--- config.mk ---
export PLATFORM = sky130hd
export DESIGN_NAME = pc_fetch_ctrl
export DESIGN_NICKNAME = d
export VERILOG_FILES = /design/src/rtl/pc_fetch_pkg.sv /design/src/rtl/pc_fetch_ctrl.sv
export SDC_FILE = /design/constraint.sdc
export NUM_CORES = 1
export LEC_CHECK = 0
export CORE_UTILIZATION = 47
export CTS_BUF_LIST = sky130_fd_sc_hd__clkbuf_4 sky130_fd_sc_hd__clkbuf_8
export CTS_CLUSTER_SIZE = 30
export DETAILED_ROUTE_END_ITERATION = 8
export GPL_TIMING_DRIVEN = 0
export HOLD_SLACK_MARGIN = 0.06
export PLACE_DENSITY = 0.85
export SLEW_MARGIN = 10
export SYNTH_ARGS = -nofsm -noshare
export SYNTH_HDL_FRONTEND = slang
export SYNTH_SLANG_ARGS = --single-unit
--- constraint.sdc ---
create_clock -name clk -period 3.3 [get_ports clk]
set_input_delay 0.66 -clock clk [delete_from_list [all_inputs] [get_ports clk]]
set_output_delay 0.66 -clock clk [all_outputs]
set_load 0.01 [all_outputs]
--- src/rtl/pc_fetch_pkg.sv ---
// Shared types and defaults for the program-counter / fetch sequencer.
// Contents: fetch FSM state enum, default PC width and start address, pc_t.
// Optional feature macro used by pc_fetch_ctrl: PC_FETCH_CALL_LINK_EN.
package pc_fetch_pkg;

  typedef enum logic [1:0] {
    S_IDLE,
    S_RUN,
    S_DONE
  } fetch_state_t;

  localparam int unsigned PC_W_DEF     = 8;
  localparam logic [7:0]  START_PC_DEF = 8'h00;

  typedef logic [PC_W_DEF-1:0] pc_t;

endpackage : pc_fetch_pkg

--- src/rtl/pc_fetch_ctrl.sv ---
// Program-counter / fetch sequencer. Holds the PC that addresses instruction
// memory, steps it every active cycle, loads the lookup-table target on a
// taken branch and runs the start/done program handshake.
//
// Ports:
//   clk, rst_n     clock (rising edge), asynchronous active-low reset
//   start          begin a program run (accepted in IDLE or DONE)
//   stall          hold PC this cycle (RUN only)
//   branch_taken   branch resolved taken; load target
//   target         absolute branch target
//   halt           current instruction is halt; go to DONE
//   call, ret      link save / return (used only with PC_FETCH_CALL_LINK_EN)
//   pc             instruction address (registered)
//   running        high in RUN (registered)
//   done           high in DONE (registered)
//   pc_wrap        sticky: PC incremented past all-ones during this run
//
// Macro PC_FETCH_CALL_LINK_EN: adds a one-deep link register. A taken branch
// with call saves pc+1; ret jumps to the saved link and outranks a branch.
module pc_fetch_ctrl
  import pc_fetch_pkg::*;
#(
  parameter int unsigned     PC_W     = PC_W_DEF,
  parameter logic [PC_W-1:0] START_PC = PC_W'(START_PC_DEF)
) (
  input  logic            clk,
  input  logic            rst_n,
  input  logic            start,
  input  logic            stall,
  input  logic            branch_taken,
  input  logic [PC_W-1:0] target,
  input  logic            halt,
  input  logic            call,
  input  logic            ret,
  output logic [PC_W-1:0] pc,
  output logic            running,
  output logic            done,
  output logic            pc_wrap
);

  fetch_state_t    state, state_n;
  logic [PC_W-1:0] pc_n;
  logic            wrap_n;
  logic            running_n;
  logic            done_n;
  logic [PC_W:0]   pc_inc;

`ifdef PC_FETCH_CALL_LINK_EN
  logic [PC_W-1:0] link, link_n;
`else
  // call/ret exist on the port list only so both builds share one interface.
  logic unused_call_ret;
  assign unused_call_ret = call ^ ret;
`endif

  // Next-state and next-pc priority mux: halt > stall > ret > branch > increment.
  always_comb begin
    state_n = state;
    pc_n    = pc;
    wrap_n  = pc_wrap;
`ifdef PC_FETCH_CALL_LINK_EN
    link_n  = link;
`endif
    // Extra MSB carries the all-ones -> zero wrap indication.
    pc_inc  = (PC_W+1)'({1'b0, pc}) + (PC_W+1)'(1);

    unique case (state)
      S_IDLE, S_DONE: begin
        if (start) begin
          state_n = S_RUN;
          pc_n    = START_PC;
          wrap_n  = 1'b0;
        end
      end
      S_RUN: begin
        if (halt) begin
          state_n = S_DONE;
        end else if (!stall) begin
`ifdef PC_FETCH_CALL_LINK_EN
          if (ret) begin
            pc_n = link;
          end else if (branch_taken) begin
            pc_n = target;
            if (call) link_n = pc_inc[PC_W-1:0];
          end else begin
            pc_n = pc_inc[PC_W-1:0];
            if (pc_inc[PC_W]) wrap_n = 1'b1;
          end
`else
          if (branch_taken) begin
            pc_n = target;
          end else begin
            pc_n = pc_inc[PC_W-1:0];
            if (pc_inc[PC_W]) wrap_n = 1'b1;
          end
`endif
        end
      end
      default: state_n = S_IDLE;
    endcase

    running_n = (state_n == S_RUN);
    done_n    = (state_n == S_DONE);
  end

  // State, PC, flags and link register.
  always_ff @(posedge clk or negedge rst_n) begin
    if (!rst_n) begin
      state   <= S_IDLE;
      pc      <= START_PC;
      running <= 1'b0;
      done    <= 1'b0;
      pc_wrap <= 1'b0;
`ifdef PC_FETCH_CALL_LINK_EN
      link    <= START_PC;
`endif
    end else begin
      state   <= state_n;
      pc      <= pc_n;
      running <= running_n;
      done    <= done_n;
      pc_wrap <= wrap_n;
`ifdef PC_FETCH_CALL_LINK_EN
      link    <= link_n;
`endif
    end
  end

endmodule : pc_fetch_ctrl

==> impl_metrics.ini <==
[clocking]
htreeDepth = 1
post_cts_resized = 0
clk_pin_slew_ps = 80
ctsHoldBuffers = 0
clock_latency_ps = 280
cts-root-buf = clkbuf_4
postCtsSetupBuffers = 0
clock-sinks = 13
cts_buffers = 3
clockBufferDepth = 2
cts_tree = built

[flow_run]
drv_cap = 0

[timing]
maxSlewHeadroom = 0.601
worst_pin_slew_ps = 596
drv_slew = 0
final.period_utilization = 0.632
rsz0062_at_grt = no
finalSetupTns_ps = 0
skew_ps = 5.36
finalSetupViolCount = 0
period_needed_ps = 2080
hold_viol = 0
max_clock_freq_mhz = 480

[logic_synthesis]
ys_seq_elements = 13
synthCells = 77
seq_area_frac_synth = 0.464
yosysUniqueCellTypes = 32
synth_area_sq_um = 701
synth.net_count = 94
yosys_warnings = 0
syn_area_per_cell_sq_um = 9.10

[final_layout]
nets = 123
fill_cells = 112
design_area_sq_um = 990
n_antenna_cell = 0
seq_area_sq_um = 325
drive_gt1_frac = 0.0762
multi_input_area_sq_um = 354
syn2layout_area_growth_pct = 41.2

[worst_setup_path]
critical_path_class = in -> reg
arrival_ps = 2260
crit_path_max_fanout = 7
r2r-start = state[1]
crit_slowest_cell = or4b_1
startpoint_type = primary input
critPathMaxStageDelay_ps = 510
setup.worst_path.start = halt
worstSetupEndpointType = flop
cp_cell_sequence = clkdlybuf4s50_1, or4b_1, buf_2, nand2_2, o21ai_1, a221o_1
required_ps = 3470

[floorplan]
die_height_um = 40.6
rows = 13
die_w_um = 40.6
core-area_sq_um = 1350
floorplan.die_area_sq_um = 1650
ios = 27
start_util = 0.519

[power_and_ir_drop]
pwr-share-comb = 0.300
swShare = 0.313
power_density_nw_per_um2 = 461
p_total_w = 0.000457
pwr-share-clk = 0.237
vdd_drop_max_mv = 0.393
p_switching_w = 0.000143
power.leakage_nw = 0.401
seqPwrFrac = 0.462
internal_power_w = 0.000314

[global_route]
grt_max_degree = 14
grt_pass1_wl_um = 2770
track_usage = 0.260
antenna_found_initial = 0
grt_pass1_vias = 681
overflow = 0

[placement]
place.gp.congestion = 0.785
hpwl_um = 1260
place_area_sq_um = 960
port_buffers = 24

[route]
via_count = 720
drc = 0
routed_via_density = 6.00
initialDrtViolationCount = 11
drtPass1Iterations = 4
drtAntennaViolNets = 0
finalWirelength_um = 1770
routedWlPerCell_um = 14.8

[hold_path]
hold_path.startpoint = pc_wrap
hp-class = reg -> reg

[run_status]
status = complete, no violations
[cell usage in the layout (no fill, tap or decap), types with 2 or more instances in the layout]
master           count
a21oi_1              5
buf_2                2
clkbuf_4             4
clkdlybuf4s50_1     24
dfrtp_1             13
inv_1                2
nand2_1              4
nand2b_1             2
nand3_1              3
nor2_1               6
nor2b_1              2
nor3_1               4
o21ai_0             12
o22ai_1              2
[per-stage QoR]
stage               setup WS [ps]  hold slack (ps)  utilization  instances
global route                 1110              581        0.733        120
floorplan                    1490              364            -         77
finish                       1220              528        0.733        120
global placement              933              500        0.711        116
CTS                          1220              533        0.733        120
detailed placement            938              507        0.711        116
[flip-flops by register name, summed over array words and instances, names as in the netlist]
signal and cells:
done 1, pc 8, pc_wrap 1, running 1, state 2
[final cells by class]
cell class | instances | area share
plain buffers | 3 | 0.0139
multi-input cells | 59 | 0.358
clock buffers | 4 | 0.0303
inverters | 2 | 0.00759
flip-flops and latches | 13 | 0.329
repair buffers | 24 | 0.243
well taps | 15 | 0.0190
[routing by layer]
layer / wire length, um / global-route usage
met3: 108 / 0.0326
met1: 745 / 0.300
met4: 35 / 0.125
met2: 881 / 0.468
met5: 0 / 0
[power by group through the flow]
| stage | Sequential [W] | Combinational, W | Clock [W] |
|---|---|---|---|
| 5_1_grt | 0.000215 | 0.000152 | 0.000114 |
| 2_1_floorplan | 0.000217 | 0.0000568 | 0 |
| 6_report | 0.000211 | 0.000137 | 0.000108 |
| 3_5_place_dp | 0.000213 | 0.000137 | 0 |
| 3_3_place_gp | 0.000211 | 0.000133 | 0 |
| 4_1_cts | 0.000210 | 0.000138 | 0.000108 |
[critical path: cells and delay by family]
| kind | cells | cell delay [ps] |
|---|---|---|
| buffers and inverters | 2 | 650 |
| AO/OA/AOI/OAI | 2 | 350 |
| AND/OR/NAND/NOR | 2 | 590 |
[Yosys cell counts]
cell type | count | area, sq um
nor2_1 | 6 | 22.5
clkbuf_1 | 1 | 3.75
mux2i_1 | 1 | 10.0
nor3b_1 | 1 | 7.51
nor2b_1 | 2 | 12.5
nand3_1 | 3 | 15.0
o21ai_1 | 1 | 5.00
o22ai_1 | 2 | 12.5
nor4_1 | 1 | 6.26
inv_1 | 2 | 7.51
or4b_1 | 1 | 10.0
o31ai_1 | 1 | 7.51
a41oi_1 | 1 | 8.76
nor3_1 | 4 | 20.0
buf_2 | 2 | 10.0
or3b_1 | 1 | 8.76
o2bb2ai_1 | 1 | 8.76
nand2_1 | 4 | 15.0
ha_1 | 1 | 12.5
nand2_2 | 1 | 6.26
o21ai_0 | 12 | 60.1
and2b_1 | 1 | 7.51
nand4_1 | 1 | 6.26
and3_1 | 1 | 6.26
o21ba_2 | 1 | 10.0
a221o_1 | 1 | 10.0
or2b_1 | 1 | 7.51
a21oi_1 | 5 | 25.0
nand2b_1 | 2 | 12.5
nor4b_1 | 1 | 8.76
o41a_1 | 1 | 11.3
dfrtp_1 | 13 | 325
[worst paths after layout]
check	slack [ps]	cells after the start	end
worst max-delay path	1220	6	pc[7]
worst min-delay path	530	2	pc_wrap
worst max register to register	1650	5	pc[7]
worst min register to register	530	2	pc_wrap
max in group asynchronous	2160	1	pc[1]
min in group asynchronous	750	1	pc[3]
[kinds of logic (layout without fill, tap and decap cells)]
kind of cell | after synthesis | count (layout) | synth area share
and+or+nand+nor | 31 | 31 | 0.246
AOI/OAI and AO/OA | 26 | 26 | 0.227
DFF | 13 | 13 | 0.464
buffers and inverters | 5 | 33 | 0.0304
adders and majority gates | 1 | 1 | 0.0179
muxes | 1 | 1 | 0.0143
Power figures use the tool's default switching activity.
